==> src/rtl/clk_tick_pkg.sv <==
// clk_tick_pkg: shared constants and helpers for the tick generator
// and its consumers (default divisors, counter width, TICK_W macro).
`ifndef TICK_W
`define TICK_W(n) ((n) < 1 ? 1 : (n))
`endif

package clk_tick_pkg;

    // 0.1 s and 1 ms periods at the 100 MHz board clock
    localparam int unsigned DEFAULT_DIV_100MS = 10000000;
    localparam int unsigned DIV_1MS           = 100000;
    localparam int          CNT_W_DEF         = 24;

    // channel-select width, never narrower than one bit
    function automatic int ch_w(input int n);
        return (n > 1) ? $clog2(n) : 1;
    endfunction

endpackage

==> src/rtl/clk_tick_ch.sv <==
// clk_tick_ch: one divider channel (counter, active/shadow divisor,
// pending flag, registered tick and square wave).
// Ports: clk, rst (async high), en, sync, wr/wr_div (shadow write),
// tick (one-cycle pulse per period), sq (near-50% square wave).
module clk_tick_ch
    import clk_tick_pkg::*;
#(
    parameter int          CNT_W       = CNT_W_DEF,
    parameter int unsigned DEFAULT_DIV = DEFAULT_DIV_100MS
) (
    input  logic             clk,
    input  logic             rst,
    input  logic             en,
    input  logic             sync,
    input  logic             wr,
    input  logic [CNT_W-1:0] wr_div,
    output logic             tick,
    output logic             sq
);

    localparam logic [CNT_W-1:0] DIV_RST = CNT_W'(DEFAULT_DIV);
    localparam logic [CNT_W-1:0] ONE     = CNT_W'(1);
    localparam logic [CNT_W-1:0] TWO     = CNT_W'(2);

    logic [CNT_W-1:0] cnt, cnt_n;
    logic [CNT_W-1:0] div_act, act_n;
    logic [CNT_W-1:0] div_sh, sh_n;
    logic             pend, pend_n;
    logic             tick_n, sq_n;
    logic [CNT_W-1:0] d_eff;
    logic             wrap;

    // ceil(d/2) without overflowing at the maximum divisor
    function automatic logic [CNT_W-1:0] half(input logic [CNT_W-1:0] d);
        return (d >> 1) + CNT_W'(d[0]);
    endfunction

    always_comb begin
        d_eff  = (div_act == ONE) ? TWO : div_act;
        wrap   = (cnt == d_eff - ONE);
        cnt_n  = cnt;
        act_n  = div_act;
        sh_n   = div_sh;
        pend_n = pend;
        tick_n = 1'b0;
        sq_n   = sq;
        // sync realigns; an idle channel loads its shadow regardless of en
        if (sync || div_act == '0) begin
            cnt_n = '0;
            if (pend) begin
                act_n  = div_sh;
                pend_n = 1'b0;
            end
            sq_n = (cnt_n < half(act_n));
        end else if (en) begin
            if (wrap) begin
                cnt_n  = '0;
                tick_n = 1'b1;
                // new divisor only at the wrap, so periods stay whole
                if (pend) begin
                    act_n  = div_sh;
                    pend_n = 1'b0;
                end
            end else begin
                cnt_n = cnt + ONE;
            end
            sq_n = (cnt_n < half(act_n));
        end
        // a write in the same cycle as an apply stays pending
        if (wr) begin
            sh_n   = wr_div;
            pend_n = 1'b1;
        end
    end

    always_ff @(posedge clk or posedge rst) begin
        if (rst) begin
            cnt     <= '0;
            div_act <= DIV_RST;
            div_sh  <= DIV_RST;
            pend    <= 1'b0;
            tick    <= 1'b0;
            sq      <= 1'b1;
        end else begin
            cnt     <= cnt_n;
            div_act <= act_n;
            div_sh  <= sh_n;
            pend    <= pend_n;
            tick    <= tick_n;
            sq      <= sq_n;
        end
    end

endmodule

==> src/rtl/clk_tick_gen.sv <==
// clk_tick_gen: NUM_CH programmable tick/square-wave dividers.
// Ports: clk, rst (async high), en, cfg_we/cfg_ch/cfg_div write port,
// cfg_ack/cfg_err result pulses, tick[NUM_CH], sq[NUM_CH].
// CLK_TICK_GEN_SYNC_EN adds input sync to phase-align all channels.
module clk_tick_gen
    import clk_tick_pkg::*;
#(
    parameter int          NUM_CH      = 2,
    parameter int          CNT_W       = CNT_W_DEF,
    parameter int unsigned DEFAULT_DIV = DEFAULT_DIV_100MS,
    localparam int         CH_W        = ch_w(NUM_CH)
) (
    input  logic              clk,
    input  logic              rst,
    input  logic              en,
`ifdef CLK_TICK_GEN_SYNC_EN
    input  logic              sync,
`endif
    input  logic              cfg_we,
    input  logic [CH_W-1:0]   cfg_ch,
    input  logic [CNT_W-1:0]  cfg_div,
    output logic              cfg_ack,
    output logic              cfg_err,
    output logic [NUM_CH-1:0] tick,
    output logic [NUM_CH-1:0] sq
);

`ifndef CLK_TICK_GEN_SYNC_EN
    logic sync;
    assign sync = 1'b0;
`endif

    logic              ch_valid;
    logic [NUM_CH-1:0] wr;

    // non-power-of-two NUM_CH leaves unused select codes
    assign ch_valid = (32'(cfg_ch) < NUM_CH);

    for (genvar i = 0; i < NUM_CH; i++) begin : g_ch
        assign wr[i] = cfg_we & ch_valid & (cfg_ch == CH_W'(i));

        clk_tick_ch #(
            .CNT_W       (CNT_W),
            .DEFAULT_DIV (DEFAULT_DIV)
        ) u_ch (
            .clk    (clk),
            .rst    (rst),
            .en     (en),
            .sync   (sync),
            .wr     (wr[i]),
            .wr_div (cfg_div),
            .tick   (tick[i]),
            .sq     (sq[i])
        );
    end

    always_ff @(posedge clk or posedge rst) begin
        if (rst) begin
            cfg_ack <= 1'b0;
            cfg_err <= 1'b0;
        end else begin
            cfg_ack <= cfg_we & ch_valid;
            cfg_err <= cfg_we & ~ch_valid;
        end
    end

endmodule

==> config.mk <==
export PLATFORM = sky130hd
export DESIGN_NAME = clk_tick_gen
export DESIGN_NICKNAME = d
export VERILOG_FILES = /design/src/rtl/clk_tick_pkg.sv /design/src/rtl/clk_tick_ch.sv /design/src/rtl/clk_tick_gen.sv
export SDC_FILE = /design/constraint.sdc
export NUM_CORES = 1
export LEC_CHECK = 0
export ABC_AREA = 0
export BUFFER_PORTS_ARGS = -buffer_cell sky130_fd_sc_hd__buf_2
export CAP_MARGIN = 0
export CORE_MARGIN = 2
export CORE_UTILIZATION = 50
export DETAILED_ROUTE_END_ITERATION = 10
export PLACE_DENSITY = 0.66
export SLEW_MARGIN = 10
export SYNTH_ARGS = -nofsm -noshare
export SYNTH_HDL_FRONTEND = slang
export SYNTH_SLANG_ARGS = --single-unit
==> constraint.sdc <==
create_clock -name clk -period 8.8 [get_ports clk]
set_clock_uncertainty 0.1 [all_clocks]
set_input_delay 0 -clock clk [delete_from_list [all_inputs] [get_ports clk]]
set_output_delay 0 -clock clk [all_outputs]
set_load 0.05 [all_outputs]
==> summary.txt, run 1 <==
Clk sinks: 151
Max-cap viol count: 0
Cell Area, Synth: 0.0135 mm^2
Main flop type after synthesis: dfrtp_1
CP Max Fanout: 17
Wirelength per Cell: 21.1 um
Die Wd: 168 um
Initial drt markers: 1345
Vias: 12300
1st-pass router iterations: 6
Root buffer cell: clkbuf_16
Ratio of cells with drive above 1 in the final layout: 15.8%
DRT Wirelength: 41700 um
First-pass GRT wire length: 65600 um
Hold Crit Class: in -> reg
WP buf/inv: 4
Max clock buf depth: 2
GR peak layer: met1
Non-Filler Cell Area, Final: 0.0147 mm^2
Antenna violations before repair: 0
H-tree depth: 4
Vias/cell: 6.25
Final Core Density: 55.1%
Post-synth ARST share: 100%
Core area: 0.0267 mm^2
GRT Residual Overflow: 0
Latest clock arrival within the worst-skew pair: 0.43 ns
# IOs: 35
Top cell type's share of synthesized area: 21.7%
Met1 Resource Use GR: 46.4%
Fin Hold WS: 0.0720 ns
Rel. slew slack: 18.9%
Nets: 1705
Endpoints failing hold: 0
Sequential element share of the synthesized area: 28.3%
Placed instance area: 0.0139 mm^2
Status: completed
Synth Warn #: 0
Syn Nets: 1718
Die area: 0.0284 mm^2
Top delay family on crit path: simple AND/OR/NAND/NOR gates
Setup crit start kind: flop
Post-DP HPWL: 31100 um
Post-synth EDFFs: 0
Worst path most repeated cell: buf_4
All-layer global routing usage: 29.6%
Die height: 168 um
FF+latch count, synth: 151
F_max: 0.124 GHz
Max VDD drop: 0.147 mV
CTS Buf Count: 17
Power Density: 144 mW/mm^2
Tmin final: 8.09 ns
RSZ-0062 raised after global routing: false
Fillers: 2443
Met3 usage: 5.03%
Count of cell types in the netlist: 75
ANT nets after route: 0
Post-route clock period utilization: 92.0%
Multi-input logic area: 0.00912 mm^2
P_leak: 0.00617 uW
Largest net degree at the start of global routing: 88
Crit Path Category: reg -> reg
Crit path required time: 9.07 ns
# setup viols final: 0
Post-CTS setup buffer count: 0
Yosys top cell by area: dfrtp_1
Arrival @ worst endpoint: 8.37 ns
Post-synthesis area per instance: 8.29 um^2
Starting Density: 50.6%
Number of global-route vias before repair: 11500
Area added between synthesis and finish: 8.91%
Fin. max-slew vios: 0
Met2 usage: 42.1%
Critical Path Max Stage Delay: 0.43 ns
Post-Syn Instances: 1631
Clock-pin slew on the worst setup and hold paths: 0.08 ns
CP endpoint kind: flop
DRC errors left: 0
Synth area leaders: dfrtp_1, mux2_2, dfstp_2, mux2i_1, xnor2_1
TritonCTS clock tree: done
RD Place Congestion: 0.993
Setup tns final: 0 ns
Register area: 0.00382 mm^2
I/O Buffers: 33
Diode count: 0
Worst-margin pin slew: 1.21 ns
Num rows: 60
Max stage delay cell, worst path: o41ai_1
-- synthesized netlist by cell type (all sizes together) (9+ instances only) --
master,count
nand2b,15
dfrtp,117
dfstp,34
nand3b,17
o21ai,60
and2,9
inv,23
or4,14
nand2,111
nor4,28
nor2,189
and3,20
clkbuf,91
nand3,77
nand4,43
ha,58
mux2,94
buf,34
or2,9
nor2b,20
xor2,76
mux2i,84
a31oi,9
nor3,69
a21oi,109
xnor2,86
a21o,19
or3,15
-- logic make-up (layout without fill, tap and decap cells) --
kind of cell,count (synthesis),after routing,share of synthesized area [%]
and+or+nand+nor,664,664,25.0
AOI/OAI and AO/OA,268,268,12.2
muxes,178,178,14.1
xor gates and xnor gates,162,162,10.5
DFF,151,151,28.3
buffers and inverters,149,149,4.56
adders and majority gates,58,58,5.37
other,1,1,0.0277
-- state kept, by name (all words and copies together) (netlist names) --
register,cells
cfg_ack,1
g_ch.u_ch.div_sh,48
g_ch.u_ch.div_act,48
g_ch.u_ch.tick,2
g_ch.u_ch.cnt,48
g_ch.u_ch.pend,2
g_ch.u_ch.sq,2
-- power breakdown --
part | internal (uW) | total [uW] | switching, uW
clock | 403 | 759 | 356
sequential | 768 | 874 | 105
combinational | 211 | 481 | 270
-- tightest hold or removal path, stage by stage --
cell and delay (ns):
buf_2 0.10, nor2b_2 0.21, o21bai_1 0.24
-- repair_timing --
action / 4_1_cts / 5_1_grt
resized for setup: 0 / 3
setup endpoints to repair: 0 / 1
hold endpoints to repair: 118 / 0
hold buffers: 26 / 0
-- metal layers --
metal,routed length (um),up-vias
met4,644,0
met2,17200,547
li1,-,5823
met3,3690,45
met1,20100,5913
met5,0,-
-- placed cells by master, fill, tap and decap left out, types with 6 or more instances in the layout --
cell type	synthesis	routed
nand3_1	77	77
inv_1	23	22
nor2b_1	20	19
o31ai_1	6	6
buf_2	13	33
xor2_1	76	76
or3_1	15	15
a31oi_1	9	9
dfstp_2	34	34
o211ai_1	7	7
dfrtp_1	117	117
a2111oi_0	6	6
or2_2	9	9
nor4_1	27	25
nor2_1	189	187
nand3b_1	17	17
ha_1	58	58
xnor2_1	86	86
nor3b_1	6	6
nand2b_1	15	15
and3_1	20	20
a21oi_1	109	109
a21o_1	19	19
and2_1	9	8
mux2i_1	84	84
nor3_1	68	67
nand4_1	43	43
o21ai_0	59	58
buf_4	7	34
clkbuf_16	0	17
mux2_2	92	92
dlygate4sd3_1	0	26
nand2_1	111	111
or4_1	11	11
-- per-stage QoR --
step / std cells / worst slack (ns) / power, uW
floorplan: 1631 / 0.682 / 1210
global placement: 1914 / 0.955 / 1340
detailed placement: 1914 / 0.790 / 1350
CTS: 1972 / 0.730 / 2120
global route: 1972 / 0.0470 / 2220
finish: 1972 / 0.705 / 2110
-- path summary, 6_finish.rpt --
| kind | slack (ns) | depth (start not counted) | startpoint | end |
|---|---|---|---|---|
| worst max register to register | 0.71 | 33 | g_ch[0].u_ch.div_act[4] | g_ch[0].u_ch.sq |
| worst min register to register | 0.41 | 1 | g_ch[1].u_ch.div_sh[3] | g_ch[1].u_ch.div_sh[3] |
| min in group asynchronous | 0.19 | 3 | rst | g_ch[1].u_ch.div_act[5] |
| worst min-delay path | 0.07 | 3 | cfg_ch | g_ch[0].u_ch.pend |
| max in group asynchronous | 7.02 | 4 | rst | g_ch[0].u_ch.cnt[22] |
| worst max-delay path | 0.71 | 33 | g_ch[0].u_ch.div_act[4] | g_ch[0].u_ch.sq |
-- cell type report --
| class | instances | area share (%) |
|---|---|---|
| multi-input cells | 1331 | 61.9 |
| flip-flops and latches | 151 | 26.0 |
| repair buffers | 93 | 4.62 |
| well taps | 341 | 2.90 |
| clock buffers | 17 | 2.89 |
| clock inverters | 15 | 1.07 |
| inverters | 24 | 0.646 |
No activity file was read; power rests on OpenSTA's default activity.
==> inputs of run 2 (changes only) <==
- CORE_MARGIN: 2 -> 3
==> run 2 against run 1 <==
Net effect:
- setup slack worse by 0.15 ns
- wire length rose by 0.27%
- total power rose by 0.70%
- fmax decreased by 1.8%
- critical path type unchanged
- critical endpoint is now g_ch[1].u_ch.sq
- largest cell class unchanged
==> summary.txt, run 2 (synthesis gave the netlist of run 1 again) <==
Post-CTS setup buffer count: 0 (unchanged)
Core area: 0.0263 mm^2 (was 0.0267 mm^2)
WHS Path Cells: 4 (was 3)
Reg2reg path depth: 31 (was 33)
TritonCTS clock tree: done (unchanged)
Post-route clock period utilization: 93.6% (was 92.0%)
DRT Wirelength: 41800 um (was 41700 um)
Wirelength per Cell: 21.2 um (was 21.1 um)
Rel. slew slack: 23.5% (was 18.9%)
Max clock buf depth: 2 (unchanged)
P_leak: 0.00620 uW (was 0.00617 uW)
Largest net degree at the start of global routing: 97 (was 88)
Power Density: 144 mW/mm^2 (about the same)
Non-Filler Cell Area, Final: 0.0147 mm^2 (about the same)
Worst-margin pin slew: 1.15 ns (was 1.21 ns)
Hold Crit Class: in -> reg (unchanged)
All-layer global routing usage: 28.9% (was 29.6%)
Fin. max-slew vios: 0 (unchanged)
Register area: 0.00382 mm^2 (unchanged)
Fillers: 2381 (was 2443)
Number of global-route vias before repair: 11500 (about the same)
H-tree depth: 4 (unchanged)
Crit Path Category: reg -> reg (unchanged)
Die area: 0.0290 mm^2 (was 0.0284 mm^2)
Max stage delay cell, worst path: nor4_1 (was o41ai_1)
Clk sinks: 151 (unchanged)
Ratio of cells with drive above 1 in the final layout: 15.9% (was 15.8%)
R2R Setup Slk: 0.56 ns (was 0.71 ns)
Endpoints failing hold: 0 (unchanged)
Placed cells: 1912 (was 1914)
CP Max Fanout: 11 (was 17)
Fin Hold WS: 0.0919 ns (was 0.0720 ns)
Antenna violations before repair: 0 (unchanged)
First-pass GRT wire length: 65900 um (was 65600 um)
Initial drt markers: 1270 (was 1345)
Tot Pwr: 2130 uW (was 2110 uW)
Area added between synthesis and finish: 9.09% (was 8.91%)
Max-cap viol count: 0 (unchanged)
Die height: 170 um (was 168 um)
Latest clock arrival within the worst-skew pair: 0.45 ns (was 0.43 ns)
Post-DP HPWL: 30900 um (was 31100 um)
Critical Path Max Stage Delay: 0.61 ns (was 0.43 ns)
CP endpoint kind: flop (unchanged)
Die Wd: 170 um (was 168 um)
Reg-to-reg critical path startpoint: g_ch[1].u_ch.div_act[17] (was g_ch[0].u_ch.div_act[4])
Crit path required time: 9.06 ns (was 9.07 ns)
1st-pass router iterations: 6 (unchanged)
Final Core Density: 56.1% (was 55.1%)
Status: completed (unchanged)
Critical R2R Capture: g_ch[1].u_ch.sq (was g_ch[0].u_ch.sq)
Clock-pin slew on the worst setup and hold paths: 0.07 ns (was 0.08 ns)
Tmin final: 8.24 ns (was 8.09 ns)
Num rows: 59 (was 60)
Vias/cell: 6.27 (was 6.25)
Most frequent cells in the layout: nor2_1, dfrtp_1, nand2_1 (unchanged)
# IOs: 35 (unchanged)
Setup crit start kind: flop (unchanged)
Diode count: 0 (unchanged)
# setup viols final: 0 (unchanged)
GRT Residual Overflow: 0 (unchanged)
Root buffer cell: clkbuf_16 (unchanged)
Hold Crit Endpoint: g_ch[0].u_ch.pend (unchanged)
Fin cells: 1970 (was 1972)
CTS Buf Count: 17 (unchanged)
Nets: 1709 (was 1705)
Starting Density: 51.4% (was 50.6%)
Placed instance area: 0.0139 mm^2 (about the same)
Arrival @ worst endpoint: 8.50 ns (was 8.37 ns)
Most common cell after layout, fill and taps aside: nor2_1 (unchanged)
Regs by FF count: g_ch.u_ch.cnt x48, g_ch.u_ch.div_act x48, g_ch.u_ch.div_sh x48 (unchanged)
Max VDD drop: 0.108 mV (was 0.147 mV)
F_max: 0.121 GHz (was 0.124 GHz)
DRC errors left: 0 (unchanged)
I/O Buffers: 33 (unchanged)
ANT nets after route: 0 (unchanged)
Vias: 12400 (was 12300)
Multi-input logic area: 0.00911 mm^2 (was 0.00912 mm^2)
RD Place Congestion: 0.987 (was 0.993)
Hold path start: cfg_ch (unchanged)
==> run 2: layer usage <==
metal,wire length (um),track usage [%]
met4,712,6.77
met1,20300,45.0
met2,17500,41.6
met5,0,0
met3,3330,4.76
==> run 2: through the flow <==
| stage | setup TNS (ns) | setup slack, ns |
|---|---|---|
| 5_1_grt | -0.0268 | -0.0268 |
| 6_report | 0 | 0.559 |
| 4_1_cts | 0 | 0.555 |
| 3_3_place_gp | 0 | 0.833 |
| 3_5_place_dp | 0 | 0.653 |
| 2_1_floorplan | 0 | 0.682 |
==> run 2: area by class of cell <==
cell class                 count  area share (%)
clock buffer                  18            2.91
tap                          335            2.84
sequential                   151            25.9
multi-input combinational   1331            61.8
timing repair buffer          97            4.82
clock inverter                14            1.09
inverter                      24           0.645
==> run 2: critical path, delay by kind of cell (launching register included) <==
family / cells / cell delay (ns)
compound gates: 8 / 1.57
simple gates: 15 / 3.90
fa+ha+maj: 3 / 0.84
xor+xnor: 1 / 0.14
mux: 3 / 0.85
buf+inv: 1 / 0.24
flops: 1 / 0.51
==> run 2: what timing repair did <==
| action | CTS | global route |
|---|---|---|
| gates resized for setup | 0 | 2 |
| setup endpoints to repair | 0 | 1 |
| hold buffers | 26 | 0 |
| endpoints found under the hold margin | 114 | 0 |
==> run 2: report_power, final <==
group / switching [uW] / internal (uW)
sequential: 105 / 768
clock: 372 / 405
combinational: 267 / 210
==> run 2: how the worst max path moves through the flow <==
stage,start,to,slack (ns),depth (start not counted)
final,g_ch[1].u_ch.div_act[17],g_ch[1].u_ch.sq,0.56,31
after global routing,g_ch[0].u_ch.div_act[11],g_ch[0].u_ch.sq,-0.03,33
after CTS,g_ch[0].u_ch.div_act[9],g_ch[0].u_ch.sq,0.56,32
after detailed placement,g_ch[0].u_ch.div_act[9],g_ch[0].u_ch.sq,0.65,31
after global placement,g_ch[1].u_ch.div_act[16],g_ch[1].u_ch.sq,0.83,31
after floorplan,g_ch[0].u_ch.div_act[9],g_ch[0].u_ch.sq,0.68,34
